File: src/rtl/mem_port_arbiter.sv
// Arbitrates the shared single-port RAM between instruction fetch and the EX load/store port.
// Read data returns one cycle after the grant, routed by the registered read owner.
module mem_port_arbiter #(
  parameter int MAX_D_RUN = 4
) (
  input  logic        clk,
  input  logic        rst_n,
  input  logic        if_req_i,
  input  logic [31:0] if_addr_i,
  output logic [31:0] if_rdata_o,
  output logic        if_valid_o,
  input  logic        d_re_i,
  input  logic        d_we_i,
  input  logic [31:0] d_addr_i,
  input  logic [31:0] d_wdata_i,
  input  logic [2:0]  d_size_i,
  output logic [31:0] d_rdata_o,
  output logic        d_valid_o,
  output logic        d_ack_o,
  output logic        if_stall_o,
  output logic        d_stall_o,
  output logic        ram_en_o,
  output logic        ram_we_o,
  output logic [31:0] ram_addr_o,
  output logic [31:0] ram_wdata_o,
  output logic [2:0]  ram_size_o,
  input  logic [31:0] ram_rdata_i,
  output logic [1:0]  dbg_rd_owner_o,
  output logic [2:0]  dbg_run_cnt_o
);

  // Requests are level signals held by the requester until granted (valid without
  // a ready back-pressure path): a grant in a cycle is the acceptance for that cycle.
  typedef enum logic [1:0] {
    OWN_IDLE  = 2'd0,
    OWN_FETCH = 2'd1,
    OWN_DATA  = 2'd2
  } rd_owner_e;

  localparam logic [2:0] MAX_RUN = 3'(MAX_D_RUN);

  rd_owner_e  rd_owner_q, rd_owner_d;
  logic [2:0] run_cnt_q, run_cnt_d;
  logic       d_req, d_gnt, f_gnt;

  // Grants are gated by rst_n so every derived output is 0 while reset is held.
  always_comb begin
    d_req = d_re_i | d_we_i;
    d_gnt = rst_n & d_req & (~if_req_i | (run_cnt_q != MAX_RUN));
    f_gnt = rst_n & if_req_i & ~d_gnt;
  end

  always_ff @(posedge clk or negedge rst_n) begin
    if (!rst_n) begin
      rd_owner_q <= OWN_IDLE;
      run_cnt_q  <= 3'd0;
    end else begin
      rd_owner_q <= rd_owner_d;
      run_cnt_q  <= run_cnt_d;
    end
  end

  always_comb begin
    rd_owner_d = OWN_IDLE;
    if (f_gnt)                rd_owner_d = OWN_FETCH;
    else if (d_gnt && !d_we_i) rd_owner_d = OWN_DATA;

    run_cnt_d = 3'd0;
    if (d_gnt && if_req_i)
      run_cnt_d = (run_cnt_q == MAX_RUN) ? MAX_RUN : run_cnt_q + 3'd1;
  end

  always_comb begin
    ram_en_o    = 1'b0;
    ram_we_o    = 1'b0;
    ram_addr_o  = 32'd0;
    ram_wdata_o = 32'd0;
    ram_size_o  = 3'd0;
    if (d_gnt) begin
      ram_en_o    = 1'b1;
      ram_we_o    = d_we_i;
      ram_addr_o  = d_addr_i;
      ram_wdata_o = d_wdata_i;
      ram_size_o  = d_size_i;
    end else if (f_gnt) begin
      ram_en_o   = 1'b1;
      ram_addr_o = if_addr_i;
      ram_size_o = 3'b010;
    end

    d_ack_o    = d_gnt;
    if_stall_o = rst_n & if_req_i & ~f_gnt;
    d_stall_o  = rst_n & d_req & ~d_gnt;

    if_valid_o = 1'b0;
    if_rdata_o = 32'd0;
    d_valid_o  = 1'b0;
    d_rdata_o  = 32'd0;
    if (rst_n && rd_owner_q == OWN_FETCH) begin
      if_valid_o = 1'b1;
      if_rdata_o = ram_rdata_i;
    end else if (rst_n && rd_owner_q == OWN_DATA) begin
      d_valid_o = 1'b1;
      d_rdata_o = ram_rdata_i;
    end

    dbg_rd_owner_o = rd_owner_q;
    dbg_run_cnt_o  = run_cnt_q;
  end

endmodule

File: config.mk
export PLATFORM = sky130hd
export DESIGN_NAME = mem_port_arbiter
export DESIGN_NICKNAME = d
export VERILOG_FILES = /design/src/rtl/mem_port_arbiter.sv
export SDC_FILE = /design/constraint.sdc
export NUM_CORES = 1
export LEC_CHECK = 0
export CORE_AREA = 2 2 110 112
export DETAILED_ROUTE_END_ITERATION = 8
export DIE_AREA = 0 0 112 114
export GPL_TIMING_DRIVEN = 0
export HOLD_SLACK_MARGIN = 0.1
export PLACE_DENSITY = 0.66
export SLEW_MARGIN = 0
export SYNTH_ARGS = -nofsm -noshare
export SYNTH_HDL_FRONTEND = slang
export SYNTH_SLANG_ARGS = --single-unit
File: constraint.sdc
create_clock -name clk -period 1.6 [get_ports clk]
set_input_delay 0.32 -clock clk [delete_from_list [all_inputs] [get_ports clk]]
set_output_delay 0.32 -clock clk [all_outputs]
set_load 0.05 [all_outputs]
==> summary.txt <==
Status
  • Outcome: complete, but fails checks
  • Violations in the final reports: setup timing

Cells and area
  • Most frequent cells in the layout: clkdlybuf4s50_1 (131), buf_8 (101), and2_4 (96)
  • Commonest non-fill, non-tap cell in the layout: clkdlybuf4s50_1
  • Register Area: between 100 and 150 um2
  • Area taken by multi-input logic gates: 0.001655 mm2
  • Finished layout cell area: just over 0.006 mm2
  • Layout cells sized above 1: 69.96%
  • Final net count: 635
  • Layout area overhead: 377.3%
  • Diode count: 0
  • Fillers: between 1000 and 1500

Clock network
  • Clock transition at the registers of the reported paths: roughly 0.04 ns
  • CTS Buf Count: 3
  • Sink Count: 5
  • CTS max path bufs: 2
  • Worst-Skew Late Latency: about 0.23 ns
  • CTS H-tree lvls: 1
  • CTS tree: yes
  • CTS root buffer: clkbuf_16

Global routing
  • Vias in the first global route: ~2800
  • Gr usage total: 14.18%
  • Largest net degree at the start of global routing: 11
  • GR Overflow Total: 0
  • Global-route wire length before repair: 14610 um
  • Initial antenna violation count: 0

Yosys
  • YS warnings: 0
  • Seq/Total Area, Yosys: between 9 and 10%
  • #FFs+latches synth: 5
  • Post-synthesis net count: 314
  • Post-synthesis cell count: ~180
  • Post-synthesis average cell area: around 7 um2
  • Synth cell types: 22
  • Cell Area, Synth: between 0.001 and 0.0015 mm2

STA
  • Fin Setup TNS: -38.00 ns
  • Fin. max-slew vios: 0
  • Relative slew slack: around two thirds
  • Final setup fails: roughly 140
  • Final Hold Violating Endpoints: 0
  • Achievable frequency: around 480 MHz
  • Final setup margin: -0.4997 ns
  • Final worst-path cycle share: 131.2%
  • Worst slew pin tran: slightly above 0.5 ns
  • Post-layout min period: between 2 and 2.5 ns
  • Final Skew: approximately 0.0021 ns
  • RSZ-0062 raised after global routing: yes

Floorplanning
  • Ports: 279
  • Starting density of the core: 10.81%
  • Placeable Area: about 0.012 mm2
  • FP Rows: 40
  • Die Wd: approximately 110 um
  • Die Y: about 110 um
  • Die Area: roughly 0.013 mm2

Hold path
  • HP Class: in2reg
  • Worst hold endpoint: dbg_rd_owner_o[1]
  • Worst Hold Launch: d_we_i
  • Hold Path Stages: 2

Critical path
  • Flop2flop setup slack: ~0.15 ns
  • Crit start category: flop
  • Critical Path Fanout Max: 10
  • FF-to-FF Start: dbg_run_cnt_o[0]
  • Worst r2r path cells: 7
  • WP data arrival: between 1.5 and 2 ns
  • Reg2reg end: dbg_rd_owner_o[0]
  • Critical Path Start: dbg_run_cnt_o[0]
  • Crit path kind: reg2out
  • Critical Path Sink Type: output pin
  • WP data required: roughly 1.3 ns

Flow run
  • Max-cap violations: 0

Place
  • Routability Congestion: roughly 0.8
  • Dpl ws: -1.641 ns
  • Post-DP HPWL: approximately 8000 um
  • Placed cell area: approximately 0.0048 mm2
  • IO buf count: between 200 and 300

Power
  • PD cells: 377.9 mW/mm2
  • Total Power: 2.284 mW
  • Max IR drop VDD: around 0.00025 V
  • Pleak: ~2.8 nW

Routing
  • First DRT Iteration DRCs: 47
  • DR vias: approximately 2600
  • Post-route ant nets: 0
  • DRC viols: 0
  • DRT Pass-1 Iters: 4
  • Routed len/inst: between 15 and 20 um
  • Via density: 4.059
  • Final WL: between 10000 and 15000 um
[state kept, by name (all words and copies together) (netlist names)]
| register | flops |
|---|---|
| dbg_rd_owner_o | 2 |
| dbg_run_cnt_o | 3 |
[what timing repair did]
item / in CTS / in global routing
endpoints found under the hold margin: 5 / 0
gates resized for setup: 1097 / 48
cloned: 8 / 2
pin swaps: 24 / 25
setup buffers: 24 / 10
hold buffers: 1 / 0
setup endpoints to repair: 147 / 139
[where the power goes]
group | leakage [nW] | internal (mW) | switching (mW)
clock network | 0.0382 | 0.331 | 0.0848
registers | 0.0602 | 0.132 | 0.00379
logic | 2.69 | 0.909 | 0.824
[Yosys cell counts, drive strengths merged]
library cell  instances  share of area [%]
ha                    2                2.0
nor3                  1               0.39
o21a                  2                1.2
nor3b                 1               0.99
and3b                 1               0.69
o211a                 1               0.79
nand2                 3               0.89
a21oi                 1               0.69
buf                   5                3.0
inv                   3               0.89
clkbuf               11                3.3
a22o                 32                 22
dfrtp                 5                9.9
nor2                  3               0.89
or2                   1               0.69
and2                 99                 49
nand3b                1               0.59
and3                  2               0.99
nand3                 2                1.2
[cells by family (layout without fill, tap and decap cells)]
group / count (synthesis) / after routing / share of synthesized area, %
fa+ha+maj: 2 / 2 / 1.976
buf+inv: 19 / 339 / 7.114
simple gates: 114 / 114 / 56.22
flops: 5 / 5 / 9.881
compound gates: 36 / 36 / 24.80
[metrics by stage]
step                hold slack [ns]  cells  utilization (%)
finish                       0.4617    643            51.60
global route                 0.4874    643            51.60
CTS                          0.4652    638            50.31
detailed placement           0.5941    601            41.40
global placement             0.5719    601            41.40
floorplan                   0.02441    176                -
[worst max-delay path by stage]
stage,cells after the start,slack [ns],to
global route,9,-0.55,ram_addr_o[17]
finish,8,-0.50,ram_addr_o[22]
global placement,6,-1.60,ram_addr_o[20]
detailed placement,6,-1.64,ram_addr_o[20]
floorplan,8,-0.27,ram_addr_o[16]
CTS,9,-0.54,ram_addr_o[16]
[final cells by class]
class / count / area share, %
repair buffers: 321 / 62.65
well taps: 147 / 3.043
plain buffers: 11 / 3.168
inverters: 3 / 0.2692
clock buffers: 4 / 1.304
flip-flops and latches: 5 / 2.174
multi-input cells: 152 / 27.39
[critical path, cell delays in order, from the launching register on]
cell and delay, ns:
dfrtp_2 0.40, inv_2 0.08, ha_4 0.16, nand2_2 0.11, a21oi_4 0.23, buf_4 0.15
buf_8 0.14, a22o_4 0.14, buf_8 0.14
[layer usage]
layer / GRT usage, % / vias to the layer above / wire length [um]
met5: 0 / - / 0
met4: 1.951 / 0 / 72
met3: 3.454 / 6 / 912
met2: 29.74 / 181 / 6005
met1: 14.29 / 1188 / 3596
li1: - / 1235 / -
No activity file was read; power rests on OpenSTA's default activity.
